### config.mk
export PLATFORM = sky130hd
export DESIGN_NAME = fetch_pair_buffer
export DESIGN_NICKNAME = d
export VERILOG_FILES = /design/src/rtl/fetch_pair_buffer_pkg.sv /design/src/rtl/fetch_pair_ram.sv /design/src/rtl/fetch_pair_buffer.sv
export SDC_FILE = /design/constraint.sdc
export NUM_CORES = 1
export LEC_CHECK = 0
export BUFFER_PORTS_ARGS = -buffer_cell sky130_fd_sc_hd__clkbuf_2
export CAP_MARGIN = 30
export CELL_PAD_IN_SITES_DETAIL_PLACEMENT = 0
export CELL_PAD_IN_SITES_GLOBAL_PLACEMENT = 1
export CORE_MARGIN = 10
export CORE_UTILIZATION = 50
export CTS_CLUSTER_SIZE = 8
export DETAILED_ROUTE_END_ITERATION = 6
export GPL_TIMING_DRIVEN = 0
export PLACE_DENSITY_LB_ADDON = 0.1
export SETUP_SLACK_MARGIN = 0.5
export SLEW_MARGIN = 20
export SYNTH_ARGS = -nofsm -noshare
export SYNTH_HDL_FRONTEND = slang
export SYNTH_HIERARCHICAL = 1
export SYNTH_SLANG_ARGS = --single-unit
### constraint.sdc
create_clock -name clk -period 9.7 [get_ports clk]
set_clock_uncertainty 0.05 [all_clocks]
set_input_delay 0.97 -clock clk [delete_from_list [all_inputs] [get_ports clk]]
set_output_delay 0.97 -clock clk [all_outputs]
set_load 0.1 [all_outputs]
### src/rtl/fetch_pair_buffer_pkg.sv
// fetch_pair_buffer_pkg: shared widths, NOP encoding and the queued pair type
// used by the fetch pair buffer and the steer stage downstream of it.
package fetch_pair_buffer_pkg;

    localparam int INST_WIDTH = 32;
    localparam int ADDR_WIDTH = 32;

    localparam logic [INST_WIDTH-1:0] NOP_INSTRUCTION = 32'h0000_0013;

    typedef struct packed {
        logic [ADDR_WIDTH-1:0] pc;
        logic [INST_WIDTH-1:0] inst0;
        logic [INST_WIDTH-1:0] inst1;
    } fetch_pair_t;

    localparam int PAIR_WIDTH = $bits(fetch_pair_t);

    function automatic fetch_pair_t make_pair(
        input logic [ADDR_WIDTH-1:0] pc,
        input logic [INST_WIDTH-1:0] inst0,
        input logic [INST_WIDTH-1:0] inst1
    );
        fetch_pair_t p;
        p.pc    = pc;
        p.inst0 = inst0;
        p.inst1 = inst1;
        return p;
    endfunction

endpackage

### src/rtl/fetch_pair_ram.sv
// fetch_pair_ram: DEPTH-entry pair storage, one synchronous write port and
// one asynchronous read port; contents are never reset.
module fetch_pair_ram
    import fetch_pair_buffer_pkg::*;
#(
    parameter int DEPTH = 4
) (
    input  logic                     clk,
    input  logic                     we_i,
    input  logic [$clog2(DEPTH)-1:0] waddr_i,
    input  fetch_pair_t              wdata_i,
    input  logic [$clog2(DEPTH)-1:0] raddr_i,
    output fetch_pair_t              rdata_o
);

    fetch_pair_t mem_q [DEPTH];

    // Write the incoming pair into its slot
    always_ff @(posedge clk) begin
        if (we_i) begin
            mem_q[waddr_i] <= wdata_i;
        end
    end

    assign rdata_o = mem_q[raddr_i];

endmodule

### src/rtl/fetch_pair_buffer.sv
// fetch_pair_buffer: circular queue of instruction pairs feeding the steer
// stage. Optional same-cycle bypass when empty: define FETCH_BYPASS_EN.
module fetch_pair_buffer
    import fetch_pair_buffer_pkg::*;
#(
    parameter int DEPTH = 4
) (
    input  logic                   clk,
    input  logic                   reset,
    input  logic                   imem_valid,
    input  logic [ADDR_WIDTH-1:0]  imem_pc,
    input  logic [INST_WIDTH-1:0]  imem_instruction0,
    input  logic [INST_WIDTH-1:0]  imem_instruction1,
    output logic                   imem_ready,
    input  logic                   flush,
    input  logic                   stall,
    output logic [INST_WIDTH-1:0]  instruction0_out,
    output logic [INST_WIDTH-1:0]  instruction1_out,
    output logic [ADDR_WIDTH-1:0]  pc_out,
    output logic                   valid_out,
    output logic [$clog2(DEPTH):0] count
);

    localparam int PW = $clog2(DEPTH);
    localparam int CW = PW + 1;
    localparam logic [CW-1:0] FULL_COUNT = CW'(DEPTH);

    logic [PW-1:0] wr_ptr_q, wr_ptr_d;
    logic [PW-1:0] rd_ptr_q, rd_ptr_d;
    logic [CW-1:0] count_q, count_d;

    logic        empty;
    logic        stored_valid;
    logic        bypass_hit;
    logic        push;
    logic        pop;
    fetch_pair_t in_pair;
    fetch_pair_t head_pair;
    fetch_pair_t out_pair;

    assign in_pair = make_pair(imem_pc, imem_instruction0, imem_instruction1);

    assign empty        = (count_q == '0);
    assign imem_ready   = (count_q < FULL_COUNT) && !flush;
    assign stored_valid = !empty && !flush;

`ifdef FETCH_BYPASS_EN
    assign bypass_hit = empty && imem_valid && !flush;
`else
    assign bypass_hit = 1'b0;
`endif

    // A bypassed pair consumed this cycle never needs a slot
    assign push = imem_valid && imem_ready && !(bypass_hit && !stall);
    assign pop  = stored_valid && !stall;

    fetch_pair_ram #(
        .DEPTH (DEPTH)
    ) u_ram (
        .clk     (clk),
        .we_i    (push),
        .waddr_i (wr_ptr_q),
        .wdata_i (in_pair),
        .raddr_i (rd_ptr_q),
        .rdata_o (head_pair)
    );

    // Next pointer/count state; flush clears everything
    always_comb begin
        wr_ptr_d = wr_ptr_q;
        rd_ptr_d = rd_ptr_q;
        count_d  = count_q;
        if (flush) begin
            wr_ptr_d = '0;
            rd_ptr_d = '0;
            count_d  = '0;
        end else begin
            if (push) begin
                wr_ptr_d = wr_ptr_q + 1'b1;
            end
            if (pop) begin
                rd_ptr_d = rd_ptr_q + 1'b1;
            end
            count_d = count_q + CW'(push) - CW'(pop);
        end
    end

    // Pointer/count registers with synchronous reset
    always_ff @(posedge clk) begin
        if (reset) begin
            wr_ptr_q <= '0;
            rd_ptr_q <= '0;
            count_q  <= '0;
        end else begin
            wr_ptr_q <= wr_ptr_d;
            rd_ptr_q <= rd_ptr_d;
            count_q  <= count_d;
        end
    end

    // Head pair to steer, NOP when nothing valid
    always_comb begin
        valid_out        = stored_valid || bypass_hit;
        out_pair         = bypass_hit ? in_pair : head_pair;
        instruction0_out = NOP_INSTRUCTION;
        instruction1_out = NOP_INSTRUCTION;
        pc_out           = '0;
        if (valid_out) begin
            instruction0_out = out_pair.inst0;
            instruction1_out = out_pair.inst1;
            pc_out           = out_pair.pc;
        end
    end

    assign count = count_q;

endmodule

* Yosys cells after proc, flatten, opt, wreduce, memory -nomap -nowiden
Memories as Yosys holds them, arrays and structs flattened. A register that Yosys moved wholly into a read port is not among the register bits.
Index checks and enable logic that the tools add are counted.
** Cells by class
- Add/sub/neg operators :: 4
- Order comparisons :: 1
- Muxes and demuxes :: 7
- Reductions and logical operators :: 9
** Operator list (count)
- 32-bit 2-to-1 mux :: 3
- 2-bit by 1-bit adder with 2-bit output, second input constant :: 2
- 1-bit logical AND :: 4
- 2-bit 2-to-1 mux :: 2
- 3-bit by 1-bit adder with 3-bit output :: 1
- 1-bit zero test :: 3
- 3-bit zero test :: 1
- 3-bit less-than comparator, second input constant :: 1
- 3-bit by 1-bit subtractor with 3-bit output :: 1
- 1-bit 2-to-1 mux :: 2
- 2-bit OR reduction :: 1
** Word-level totals
- Register bits :: 7
- RAM bits :: 384
- Input bits :: 101
- Output and inout port bits :: 101
- Memories kept :: 1
** Memory list
- u_ram.mem_q :: depth 4, bits a word 96, rd ports 1, clocked after memory_dff 1, wr ports 1, RTL line fetch_pair_ram.sv:16 : fetch_pair_t mem_q [DEPTH];

* Logic depth before layout (Yosys ltp)
Gate-level depths: netlist (run 1).
- Depth in word-level cells :: 6
- Gate-level depth with buffers :: 9

* Hierarchy
Netlist (run 1), hierarchy kept.
** Modules (own cells, without submodules)
- fetch_pair_ram :: times used 1, cells each 506, area an instance 13889.6 um^2, seq. area each 11531.1 um^2
- fetch_pair_buffer :: times used 1, cells each 144, area an instance 1231.2 um^2, seq. area each 140.1 um^2

* Least setup slack after synthesis (run 1)
Ideal clock, no wire load.
- Kind :: input to register
- Start point :: input port flush
- End point :: memory u_ram/mem_q[0][0] (netlist bit) (enable)
- Setup time :: 687 ps
- Arrival :: 8277 ps
- Slack :: 686 ps
- Cell stages on the path :: 4
- Path buffers :: 1
- Cell sequence :: clkbuf_1 > nand2b_1 > inv_1 > nor3b_1
** On the way
- Cells in the longest elaborated chain, start to end :: 5
** RTL lines
- start: declaration :: RTL line fetch_pair_buffer.sv:15 : input logic flush,
- 1-bit zero test :: RTL line fetch_pair_buffer.sv:44 : assign imem_ready = (count_q < FULL_COUNT) && !flush;
- 1-bit logical AND :: RTL line fetch_pair_buffer.sv:44
- 1-bit logical AND :: RTL line fetch_pair_buffer.sv:54 : assign push = imem_valid && imem_ready && !(bypass_hit && !stall);
- named net push :: RTL line fetch_pair_buffer.sv:35 : logic push;
- 1-bit 2-to-1 mux :: RTL line fetch_pair_ram.sv:20 : if (we_i) begin
- 1-bit 2-to-1 mux (not written as such) :: RTL line fetch_pair_ram.sv:21 : mem_q[waddr_i] <= wdata_i;
- end: declaration :: RTL line fetch_pair_ram.sv:16
The timed path passes the listed nets, and every way through them passes these cells.

==> impl.org, run 1 <==
** GRT
- Overall track demand over capacity in global routing :: 16.7%
- Pin count of the biggest net entering global routing :: 41
- Wire length of the first global-routing pass :: 48600 um
- Antenna violations before repair :: 3
- Number of global-route vias before repair :: 8254
- Remaining Overflow, GRT :: 0

** Die
- Core area :: 0.0297 mm^2
- Once the floorplan was initialized, standard cells occupied 50.9% of the core.
- Row generation in the floorplan step produced 63 rows.
- Chip width :: 194 um
- Die outline height :: 194 um
- Total die area :: 0.0376 mm^2
- For this design the top-level I/O count stands at 202.

** Route
- Pre-antenna DRT Iters :: 5
- The first routing iteration left 392 violations.
- In the routed design, unresolved DRC markers number 0.
- Vias :: 7239
- After detailed routing, the number of vias per cell comes to 5.39.
- Total wire length :: 31200 um
- Number of nets with antenna violations after detailed routing :: 0
- Final routed wire length divided by cell count :: 23.3 um

** STA
- Fin crit period :: 3860 ps
- In the finished design, the share of the clock period the worst path needs comes to 39.8%.
- Worst slew margin relative to its limit :: 49.3%
- Final Setup Violations :: 0
- Highest clock frequency the design can meet :: 259 MHz
- Total Negative Setup Slacks :: 0 ps
- Measured slew at the worst slew-check pin :: 757 ps
- Hold timing on the final database bottoms out at a slack of 459 ps.
- Final Hold Viols :: 0
- Setup repair after global routing missed its margin :: no
- Final Max Tran Viols :: 0

** Clock network
- TritonCTS clock tree :: yes
- Root buf cell :: sky130_fd_sc_hd__clkbuf_16
- CTS built an H-tree with a depth of 2.
- Clock latency on the worst-skew pair, taken at its later pin, is 540 ps.
- Post-CTS repair changed the size of 0 cells.
- Hold Buf Count CTS :: 0
- Number of buffers created by CTS :: 54
- Counting every sink on the clock net gives 391.
- Counting along the longest clock path gives a buffer depth of 3.
- After clock tree synthesis, the clock-pin slew on the worst setup and hold paths is 50 ps.
- Number of post-CTS setup repair buffers :: 0

** Synth
- Synthesis inferred 391 register bits.
- Cell variety after synth :: 30
- The mapped netlist covers 0.0151 mm^2.
- Sequential area share after synthesis :: 77.2%
- Net count of the mapped netlist :: 754
- Total number of yosys warnings :: 6
- Average instance area after synthesis :: 23.3 um^2
- Synthesis handed over a netlist of 650 instances.

** Final layout
- With fillers left out, the area of the finished cells amounts to 0.0184 mm^2.
- Sequential Area :: 0.0117 mm^2
- Final cell count without fillers :: 1342
- Commonest non-fill, non-tap cell in the layout :: sky130_fd_sc_hd__edfxtp_1
- Measured on the finished design, the core utilization comes to 62.0%.
- Of the cells placed in the final design, the portion with a size suffix greater than 1 is 48.9%.
- Leading cell types in the layout, fill and taps excluded :: sky130_fd_sc_hd__edfxtp_1 (384), sky130_fd_sc_hd__clkbuf_2 (201), sky130_fd_sc_hd__mux4_2 (96)
- The area growth from synthesis to layout is 21.9%.
- The final layout contains 1031 nets.
- Multi-input gate area :: 0.00318 mm^2
- Fill cells in the final layout number 2088.

** Critical path
- In this run the worst path has a maximum fanout of 10.
- STA classifies the critical path endpoint as an output pin.
- Data arrives at the worst endpoint at 2840 ps.
- Type of the worst setup path :: reg -> out
- Data on the critical path is required at its endpoint by 8680 ps.
- Type of element launching the critical path :: register

** Placement
- The count of buffers added on input and output ports is 201.
- Total instance count after detailed placement :: 1261
- Cell area after placement :: 0.0169 mm^2
- Detailed placement ended at an HPWL of 20800 um.
- The congestion estimate from routability-driven global placement came to 0.725.

** Run status
- The flow ran to the end, and the final reports show no timing, DRC or antenna violations.

** Power
- Summed over all cells, the static leakage comes to 6.41 nW.
- In this run the power density over the cells is 205 mW/mm^2.
- Worst-case vdd ir drop :: 0.160 mV

** Hold path
- Worst hold-check path type :: reg -> reg

** Flow run
- Number of max-capacitance violations reported :: 0
==> per-stage QoR <==
step | setup WS, ps | power, mW
after floorplan | 686 | 2.08
after global placement | -5170 | 2.15
after detailed placement | 6080 | 2.15
after CTS | 5780 | 3.84
after global routing | 5710 | 3.92
final | 5840 | 3.78
==> power by group <==
group          internal [mW]  switching [mW]  leakage, nW
sequential              1.89         0.00742         3.54
clock                   1.05           0.617        0.730
combinational         0.0672           0.152         2.14
==> metal layers <==
layer | vias up | wire length [um] | global-route usage [%] | share of wire, %
li1 | 3217 | - | - | -
met3 | 43 | 2300 | 4.65 | 7.4
met1 | 3751 | 12000 | 19.9 | 39
met2 | 224 | 16400 | 29.2 | 52
met5 | - | 15 | 0 | 0.048
met4 | 4 | 486 | 4.26 | 1.6
==> kinds of logic after synthesis <==
group                    synth area share (%)
buffers and inverters                    1.91
adder cells (fa/ha/maj)                 0.298
AO/OA/AOI/OAI                           0.116
multiplexers                             14.4
AND/OR/NAND/NOR                          5.89
XOR/XNOR                                0.232
flip-flops                               77.2
==> cell usage after synthesis <==
cell type	n	share of area (%)
sky130_fd_sc_hd__buf_6	10	0.74
sky130_fd_sc_hd__dfxtp_1	7	0.93
sky130_fd_sc_hd__nand2b_1	1	0.041
sky130_fd_sc_hd__and3b_1	2	0.12
sky130_fd_sc_hd__ha_1	2	0.17
sky130_fd_sc_hd__nand3b_1	1	0.050
sky130_fd_sc_hd__nor3_4	1	0.11
sky130_fd_sc_hd__clkbuf_1	6	0.15
sky130_fd_sc_hd__xor2_1	1	0.058
sky130_fd_sc_hd__fa_1	1	0.13
sky130_fd_sc_hd__nor3b_1	1	0.050
sky130_fd_sc_hd__buf_8	4	0.40
sky130_fd_sc_hd__buf_12	1	0.13
sky130_fd_sc_hd__and2b_1	1	0.050
sky130_fd_sc_hd__and2_1	33	1.4
sky130_fd_sc_hd__buf_2	11	0.36
sky130_fd_sc_hd__and3_1	1	0.041
sky130_fd_sc_hd__or3_1	7	0.29
sky130_fd_sc_hd__and2_4	59	3.4
sky130_fd_sc_hd__nor2_8	1	0.13
sky130_fd_sc_hd__xnor2_1	3	0.17
sky130_fd_sc_hd__edfxtp_1	384	76
sky130_fd_sc_hd__nor3_1	4	0.13
sky130_fd_sc_hd__mux4_2	96	14
sky130_fd_sc_hd__inv_1	5	0.12
sky130_fd_sc_hd__o311ai_0	1	0.058
sky130_fd_sc_hd__nor2_1	2	0.050
sky130_fd_sc_hd__nand2_1	2	0.050
sky130_fd_sc_hd__mux2i_1	1	0.066
sky130_fd_sc_hd__o41ai_1	1	0.058
==> sequential cells by signal (all words and copies together) (netlist names) <==
| signal | count |
|---|---|
| u_ram/mem_q | 384 |
| rd_ptr_q | 2 |
| count | 3 |
| wr_ptr_q | 2 |
==> critical path: stages (launching register included) <==
cell and delay (ps):
sky130_fd_sc_hd__dfxtp_1 340, sky130_fd_sc_hd__buf_2 210, sky130_fd_sc_hd__clkbuf_1 550, sky130_fd_sc_hd__mux4_2 420, sky130_fd_sc_hd__or3_1 390, sky130_fd_sc_hd__clkbuf_2 390
==> cell type report <==
type	instances	area share (%)
sequential	391	63.3
multi-input combinational	222	17.2
clock buffer	80	8.21
timing repair buffer	221	7.01
tap	390	2.65
buffer	32	1.47
inverter	5	0.102
antenna	1	0.0136
==> path summary, 6_finish.rpt <==
path,to,startpoint,depth (start not counted),slack [ps]
setup reg to reg,u_ram/mem_q[0][52]$_DFFE_PP_,count[2]$_SDFF_PP0_,8,7020
hold reg to reg,rd_ptr_q[0]$_SDFFE_PP0P_,rd_ptr_q[0]$_SDFFE_PP0P_,2,460
setup / recovery,instruction0_out[0],rd_ptr_q[1]$_SDFFE_PP0P_,5,5840
hold / removal,rd_ptr_q[0]$_SDFFE_PP0P_,rd_ptr_q[0]$_SDFFE_PP0P_,2,460
Power figures use the tool's default switching activity.
==> run 2, diff against run 1 <==
==> constraint.sdc (replaced) <==
create_clock -name clk -period 3.9 [get_ports clk]
set_clock_uncertainty 0.05 [all_clocks]
set_input_delay 0.39 -clock clk [delete_from_list [all_inputs] [get_ports clk]]
set_output_delay 0.39 -clock clk [all_outputs]
set_load 0.1 [all_outputs]
==> run 2 against run 1 <==
  * Register-to-register slack got worse by 5700 ps
  * Sequential share of layout area is 0.35 points lower
  * Design area increased by 0.58%
  * Combinational power grew to 2.5 times the previous value
  * Global-route usage about the same
  * Largest power group unchanged
  * Critical path type unchanged
  * Wire length shrank 0.29%
==> impl.org, run 2 (synthesis gave the netlist of run 1 again) <==
** Run status
- Status :: completed

** Final layout
- The number of non-filler instances in the completed layout came to 1343 (+0.075%).
- The number of nets in the finished design came to 1043 (+1.2%).
- Layout overhead on the synthesized area :: 22.6%
- Share of cells above drive strength 1 :: 48.6% (-0.26 points)
- The register with the most flip-flops in the final layout is u_ram/mem_q.
- Commonest non-fill, non-tap cell in the layout :: sky130_fd_sc_hd__edfxtp_1
- Leading cell types in the layout, fill and taps excluded :: sky130_fd_sc_hd__edfxtp_1 (384), sky130_fd_sc_hd__clkbuf_2 (203), sky130_fd_sc_hd__mux4_2 (96)
- The total of fill cells in the finished design is 2086 (-0.096%).
- Max FFs per register :: 384 (unchanged)

** Critical path
- Cell with the largest stage delay on the worst path :: sky130_fd_sc_hd__mux4_2
- Cell chain of the critical path :: buf_6, buf_2, mux4_2, or3_1, clkbuf_2
- The maximum cell stage delay along the critical path was 550 ps (about the same).
- The largest driver fanout on the critical path came to 10 (unchanged).
- The required time of the critical path was 3460 ps (-5220 ps).
- Type of element launching the critical path :: register
- Arr. time, crit path :: 2790 ps (-50 ps)
- The critical path is of the reg -> out type.
- The depth of the most critical reg-to-reg path is 9 (+1).
- Kind of end point of the critical path :: output pin

** Hold path
- Worst hold-check path type :: in -> reg
- The worst hold path cell count came to 1 (-1).

** STA
- The worst path needs 3230 ps of the cycle, external delays included.
- The worst-margin pin slew came to 752 ps (-4.87 ps).
- Fin crit share :: 82.9%
- Total Negative Setup Slacks :: 0 ps (unchanged)
- The count of endpoints failing hold in the final timing report came to 0 (unchanged).
- Timing would allow up to 309 MHz.
- Final Setup Violations :: 0 (unchanged)
- Final Max Tran Viols :: 0 (unchanged)
- Setup repair after global routing left no endpoint under its margin.
- Worst slew margin relative to its limit :: 49.8% (+0.49 points)

** GRT
- The initial antenna violation count is 3 (unchanged).
- The largest net degree at the start of global routing came to 42 (+2.4%).
- Number of global-route vias before repair :: 8317 (+0.76%)
- The total global routing track utilization came to 16.6% (-0.036 points).
- The total global routing overflow is 0 (unchanged).
- The first-pass GRT wire length came to 48800 um (+0.28%).

** Route
- Total wire length :: 31100 um (-0.29%)
- Final routed wire length divided by cell count :: 23.2 um (-0.37%)
- Vias :: 7242 (+0.041%)
- The violation count after the first detailed-route iteration is 359 (-8.4%).
- Pre-antenna DRT Iters :: 4 (-1)
- The DRC violation count after routing was 0 (unchanged).
- Vias per std cell :: 5.39 (about the same)
- Number of nets with antenna violations after detailed routing :: 0 (unchanged)

** Flow run
- The count of maximum capacitance violations is 0 (unchanged).

** Die
- Total die area :: 0.0376 mm^2 (unchanged)
- Core area :: 0.0297 mm^2 (unchanged)
- The width of the die is 194 um (unchanged).
- The starting density of the core is 50.9% (unchanged).
- Die outline height :: 194 um (unchanged)
- Boundary pin count :: 202 (unchanged)
- The number of rows in the core area is 63 (unchanged).

** Placement
- The cell count after placement is 1256 (-0.40%).
- The final estimated routing congestion in global placement came to 0.740 (+2.0%).
- The placed wire-length estimate after detailed placement was 20800 um (about the same).
- The total of buffers placed on input and output ports was 201 (unchanged).

** Clock network
- Clock-pin slew on the worst setup and hold paths :: 50 ps (about the same)
- Maximum buffer depth of the clock tree :: 3 (unchanged)
- The clock latency reported for the late side of the worst-skew pair is 540 ps (about the same).
- The cell sitting at the root of the clock tree is a sky130_fd_sc_hd__clkbuf_16.
- Number of post-CTS setup repair buffers :: 0 (unchanged)
- TritonCTS built the clock tree.
- The number of levels in the clock H-tree came to 2 (unchanged).
- The number of CTS-inserted buffers came to 54 (unchanged).
- The count of clock tree sinks is 391 (unchanged).

** Power
- The static power due to leakage is 6.45 nW (+0.57%).
- The power density normalized to cell area is 505 mW/mm^2 (+150%).
- The worst supply voltage drop on vdd came to 0.448 mV (+180%).
[run 2: changes by cell type in the layout (fill, tap and decap cells not counted), sizes merged]
cell and change:
clkbuf -11, dlygate4sd3 +17, buf -5
[run 2: routing by layer]
metal / wire length [um] / track usage [%] / share of wire [%]
met1: 12700 / 21.3 / 41
met2: 15800 / 27.8 / 51
met3: 2110 / 4.46 / 6.8
met4: 450 / 3.86 / 1.4
met5: 18 / 0 / 0.058
[run 2: cell type report]
class                      instances  area (um^2)  share of cell area (%)
tap                              390          488                    2.63
timing repair buffer             233         1430                    7.70
inverter                           5         18.8                   0.101
clock buffer                      69         1470                    7.94
antenna                            1         2.50                  0.0135
sequential                       391        11700                    63.0
buffer                            32          273                    1.47
multi-input combinational        222         3180                    17.2
[run 2: worst max-delay path: cells and delay by family, from the launching register on]
kind          cells  cell delay (ps)
buf+inv           3              910
flops             1              370
mux               1              550
simple gates      1              420
[run 2: report_power, final]
| part | total (mW) | switching (mW) | internal, mW |
|---|---|---|---|
| clock | 4.08 | 1.51 | 2.57 |
| sequential | 4.72 | 0.0181 | 4.71 |
| combinational | 0.557 | 0.379 | 0.177 |
[run 2: per-stage QoR]
step	setup slack (ps)	hold WS, ps	total power, mW	utilization [%]	area [um^2]
2_1_floorplan	79.6	407	5.17	-	15100
3_3_place_gp	-2140	422	5.32	56.0	16600
3_5_place_dp	1010	442	5.35	56.8	16900
4_1_cts	517	0.149	9.46	62.4	18500
5_1_grt	544	1.08	9.69	62.4	18500
6_report	669	15.5	9.36	62.4	18500
[run 2: what timing repair did]
action	CTS	global route
endpoints found under the hold margin	49	0
setup endpoints to repair	0	3
hold buffers	17	0
resized for setup	0	4
[run 2: path summary, 6_finish.rpt]
path                                  endpoint                      from  slack, ps
hold reg to reg       rd_ptr_q[0]$_SDFFE_PP0P_  rd_ptr_q[0]$_SDFFE_PP0P_        460
setup / recovery           instruction0_out[4]  rd_ptr_q[0]$_SDFFE_PP0P_        670
hold / removal    u_ram/mem_q[0][70]$_DFFE_PP_                imem_pc[6]         20
setup reg to reg           count[2]$_SDFF_PP0_       count[2]$_SDFF_PP0_       1340
==> run 3, diff against run 2 <==
==> constraint.sdc (replaced) <==
create_clock -name clk -period 3.3 [get_ports clk]
set_clock_uncertainty 0.05 [all_clocks]
set_input_delay 0.33 -clock clk [delete_from_list [all_inputs] [get_ports clk]]
set_output_delay 0.33 -clock clk [all_outputs]
set_load 0.1 [all_outputs]
==> run 3 against run 2 <==
  * Design area is 6.3% higher
  * Utilization increased by 4.0 points
  * Sequential cell count is the same
  * Final cell count increased by 6.4%
  * Die area stayed put
  * Critical path type unchanged
  * Critical path depth did not move
  * Clock power is 18% higher
  * Critical endpoint is now instruction1_out[4]
  * Combinational power increased by 37%
  * Non-clock buffer count grew 86
  * Wire length is 2.7% higher
  * Setup slack lost 89 ps
==> impl.org, run 3 (synthesis gave the netlist of run 1 again) <==
** GRT
- met2 is the most crowded layer.
- Number of global-route vias before repair :: 8669 (+4.2%)
- The global routing met2 resource utilization was 28.5% (+0.64 points).
- Antenna violations before repair :: 2 (-1)
- Remaining Overflow, GRT :: 0 (unchanged)
- The met3 usage in global routing came to 4.13% (-0.33 points).
- The total global routing track utilization was 16.9% (+0.32 points).
- Met1 Usage GRT :: 21.9% (+0.65 points)
- The largest net degree at the start of global routing was 42 (unchanged).
- Wire length of the first global-routing pass :: 50200 um (+2.9%)

** Final layout
- Share of cells above drive strength 1 :: 45.9% (-2.8 points)
- Compared with the post-synthesis result, the final layout area differs by 30.4%.
- Final #Nets :: 1129 (+8.2%)
- The number of non-filler instances in the completed layout is 1429 (+6.4%).
- Max FFs per register :: 384 (unchanged)
- The final core area utilization came to 66.3% (+4.0 points).
- The library cell used most frequently in the layout, excluding fill and tap cells, is sky130_fd_sc_hd__edfxtp_1.
- Leading cell types in the layout, fill and taps excluded :: sky130_fd_sc_hd__edfxtp_1 (384), sky130_fd_sc_hd__clkbuf_2 (121), sky130_fd_sc_hd__dlygate4sd3_1 (98)
- u_ram/mem_q holds more flip-flops than any other register.

** Die
- Starting Density :: 50.9% (unchanged)
- The number of rows in the core area was 63 (unchanged).
- The width of the die was 194 um (unchanged).
- The die boundary height came to 194 um (unchanged).
- Total die area :: 0.0376 mm^2 (unchanged)
- The number of top-level pins was 202 (unchanged).
- The core area is 0.0297 mm^2 (unchanged).

** Placement
- Total instance count after detailed placement :: 1256 (unchanged)
- Placement Setup Slack :: 472 ps (-540 ps)
- The placed wire-length estimate after detailed placement came to 20800 um (unchanged).
- GPL Wtd Cong :: 0.740 (unchanged)
- I/O Buffers :: 201 (unchanged)

** Critical path
- The largest driver fanout on the critical path was 7 (-3).
- STA classifies the critical path endpoint as an output pin.
- Type of the worst setup path :: reg -> out
- The worst setup path is launched from a register.
- The depth of the most critical reg-to-reg path came to 6 (-3).
- Arr. time, crit path :: 2340 ps (-450 ps)
- Crit path required time :: 2920 ps (-540 ps)

** Clock network
- The number of CTS-inserted buffers was 54 (unchanged).
- The count of clock tree sinks was 391 (unchanged).
- The clock latency reported for the late side of the worst-skew pair came to 540 ps (about the same).
- The clock-pin transition on the worst setup and hold timing paths came to 50 ps (about the same).
- TritonCTS built the clock tree.
- The number of levels in the clock H-tree was 2 (unchanged).
- Maximum buffer depth of the clock tree :: 3 (unchanged)
- Clock tree synthesis selected as its root buffer the cell sky130_fd_sc_hd__clkbuf_16.

** STA
- Setup repair after global routing missed its margin :: yes
- Total Negative Setup Slacks :: 0 ps (unchanged)
- The worst hold slack across all endpoints is 169 ps (+153 ps).
- The worst-margin pin slew was 739 ps (-12.9 ps).
- Fin crit share :: 82.4%
- Worst setup slack after layout :: 579 ps (-89.3 ps)
- Final Hold Viols :: 0 (unchanged)
- Worst slew margin relative to its limit :: 50.7% (+0.86 points)
- Timing would allow up to 368 MHz.
- The worst path needs 2720 ps of the cycle, external delays included.
- The number of endpoints failing setup at the final stage is 0 (unchanged).
- The final-report max-slew violation count was 0 (unchanged).

** Power
- Power per cell area :: 567 mW/mm^2 (+12%)
- Leakage power :: 6.93 nW (+7.5%)
- Worst-case vdd ir drop :: 0.534 mV (+19%)

** Route
- The violation count after the first detailed-route iteration was 428 (+19%).
- The DRC violation count after routing came to 0 (unchanged).
- Pre-antenna DRT Iters :: 4 (unchanged)
- Vias :: 7619 (+5.2%)
- The remaining antenna violation count came to 0 (unchanged).
- Final routed wire length divided by cell count :: 22.4 um (-3.5%)
- The average vias per placed instance is 5.33 (-1.1%).
- Total wire length :: 32000 um (+2.7%)

** Run status
- Status :: completed

** Flow run
- The count of maximum capacitance violations was 0 (unchanged).

** Hold path
- The worst hold path belongs to the class in -> reg.
- The worst hold path cell count came to 4 (+3).
## run 3: power breakdown
group | internal [mW] | switching (mW) | leakage (nW) | total [mW]
logic | 0.294 | 0.471 | 2.67 | 0.765
registers | 5.56 | 0.0214 | 3.55 | 5.58
clock network | 3.03 | 1.80 | 0.717 | 4.83
total | 8.89 | 2.29 | 6.93 | 11.2
## run 3: metrics by stage
step | instance area, um^2 | power, mW
6_report | 19700 | 11.2
5_1_grt | 19700 | 11.6
4_1_cts | 19600 | 11.3
3_5_place_dp | 16900 | 6.33
3_3_place_gp | 16600 | 6.29
2_1_floorplan | 15100 | 6.11
## run 3: critical path, cell delays in order (launching register included)
cell and delay [ps]:
sky130_fd_sc_hd__dfxtp_2 350, sky130_fd_sc_hd__buf_8 160, sky130_fd_sc_hd__buf_12 150, sky130_fd_sc_hd__mux4_2 500
sky130_fd_sc_hd__or3_4 430, sky130_fd_sc_hd__clkbuf_16 210
## run 3: timing repair
item	4_1_cts	5_1_grt
pin swaps	0	1
gates resized for setup	81	48
endpoints found under the setup margin	93	95
buffers inserted	2	2
endpoints found under the hold margin	388	0
hold buffers	98	0
cloned	0	1
## run 3: metal layers
layer / part of all wire [%] / up-vias / wire (um)
met4: 1.4 / 2 / 449
met2: 51 / 221 / 16400
li1: - / 3409 / -
met3: 6.2 / 47 / 1970
met1: 41 / 3940 / 13100
met5: 0.041 / - / 13
## run 3: final cells by class
cell class / instances / area (um^2)
diodes: 1 / 2.50
plain buffers: 32 / 339
inverters: 5 / 18.8
flip-flops and latches: 391 / 11700
multi-input cells: 222 / 3200
repair buffers: 319 / 2520
fillers: 1988 / 10000
well taps: 390 / 488
clock buffers: 69 / 1470
## run 3: worst paths after layout
kind	start	to	slack, ps
worst max-delay path	rd_ptr_q[0]$_SDFFE_PP0P_	instruction1_out[4]	580
worst min-delay path	imem_valid	wr_ptr_q[1]$_SDFFE_PP0P_	170
worst max register to register	count[2]$_SDFF_PP0_	u_ram/mem_q[1][61]$_DFFE_PP_	820
worst min register to register	rd_ptr_q[0]$_SDFFE_PP0P_	rd_ptr_q[0]$_SDFFE_PP0P_	460
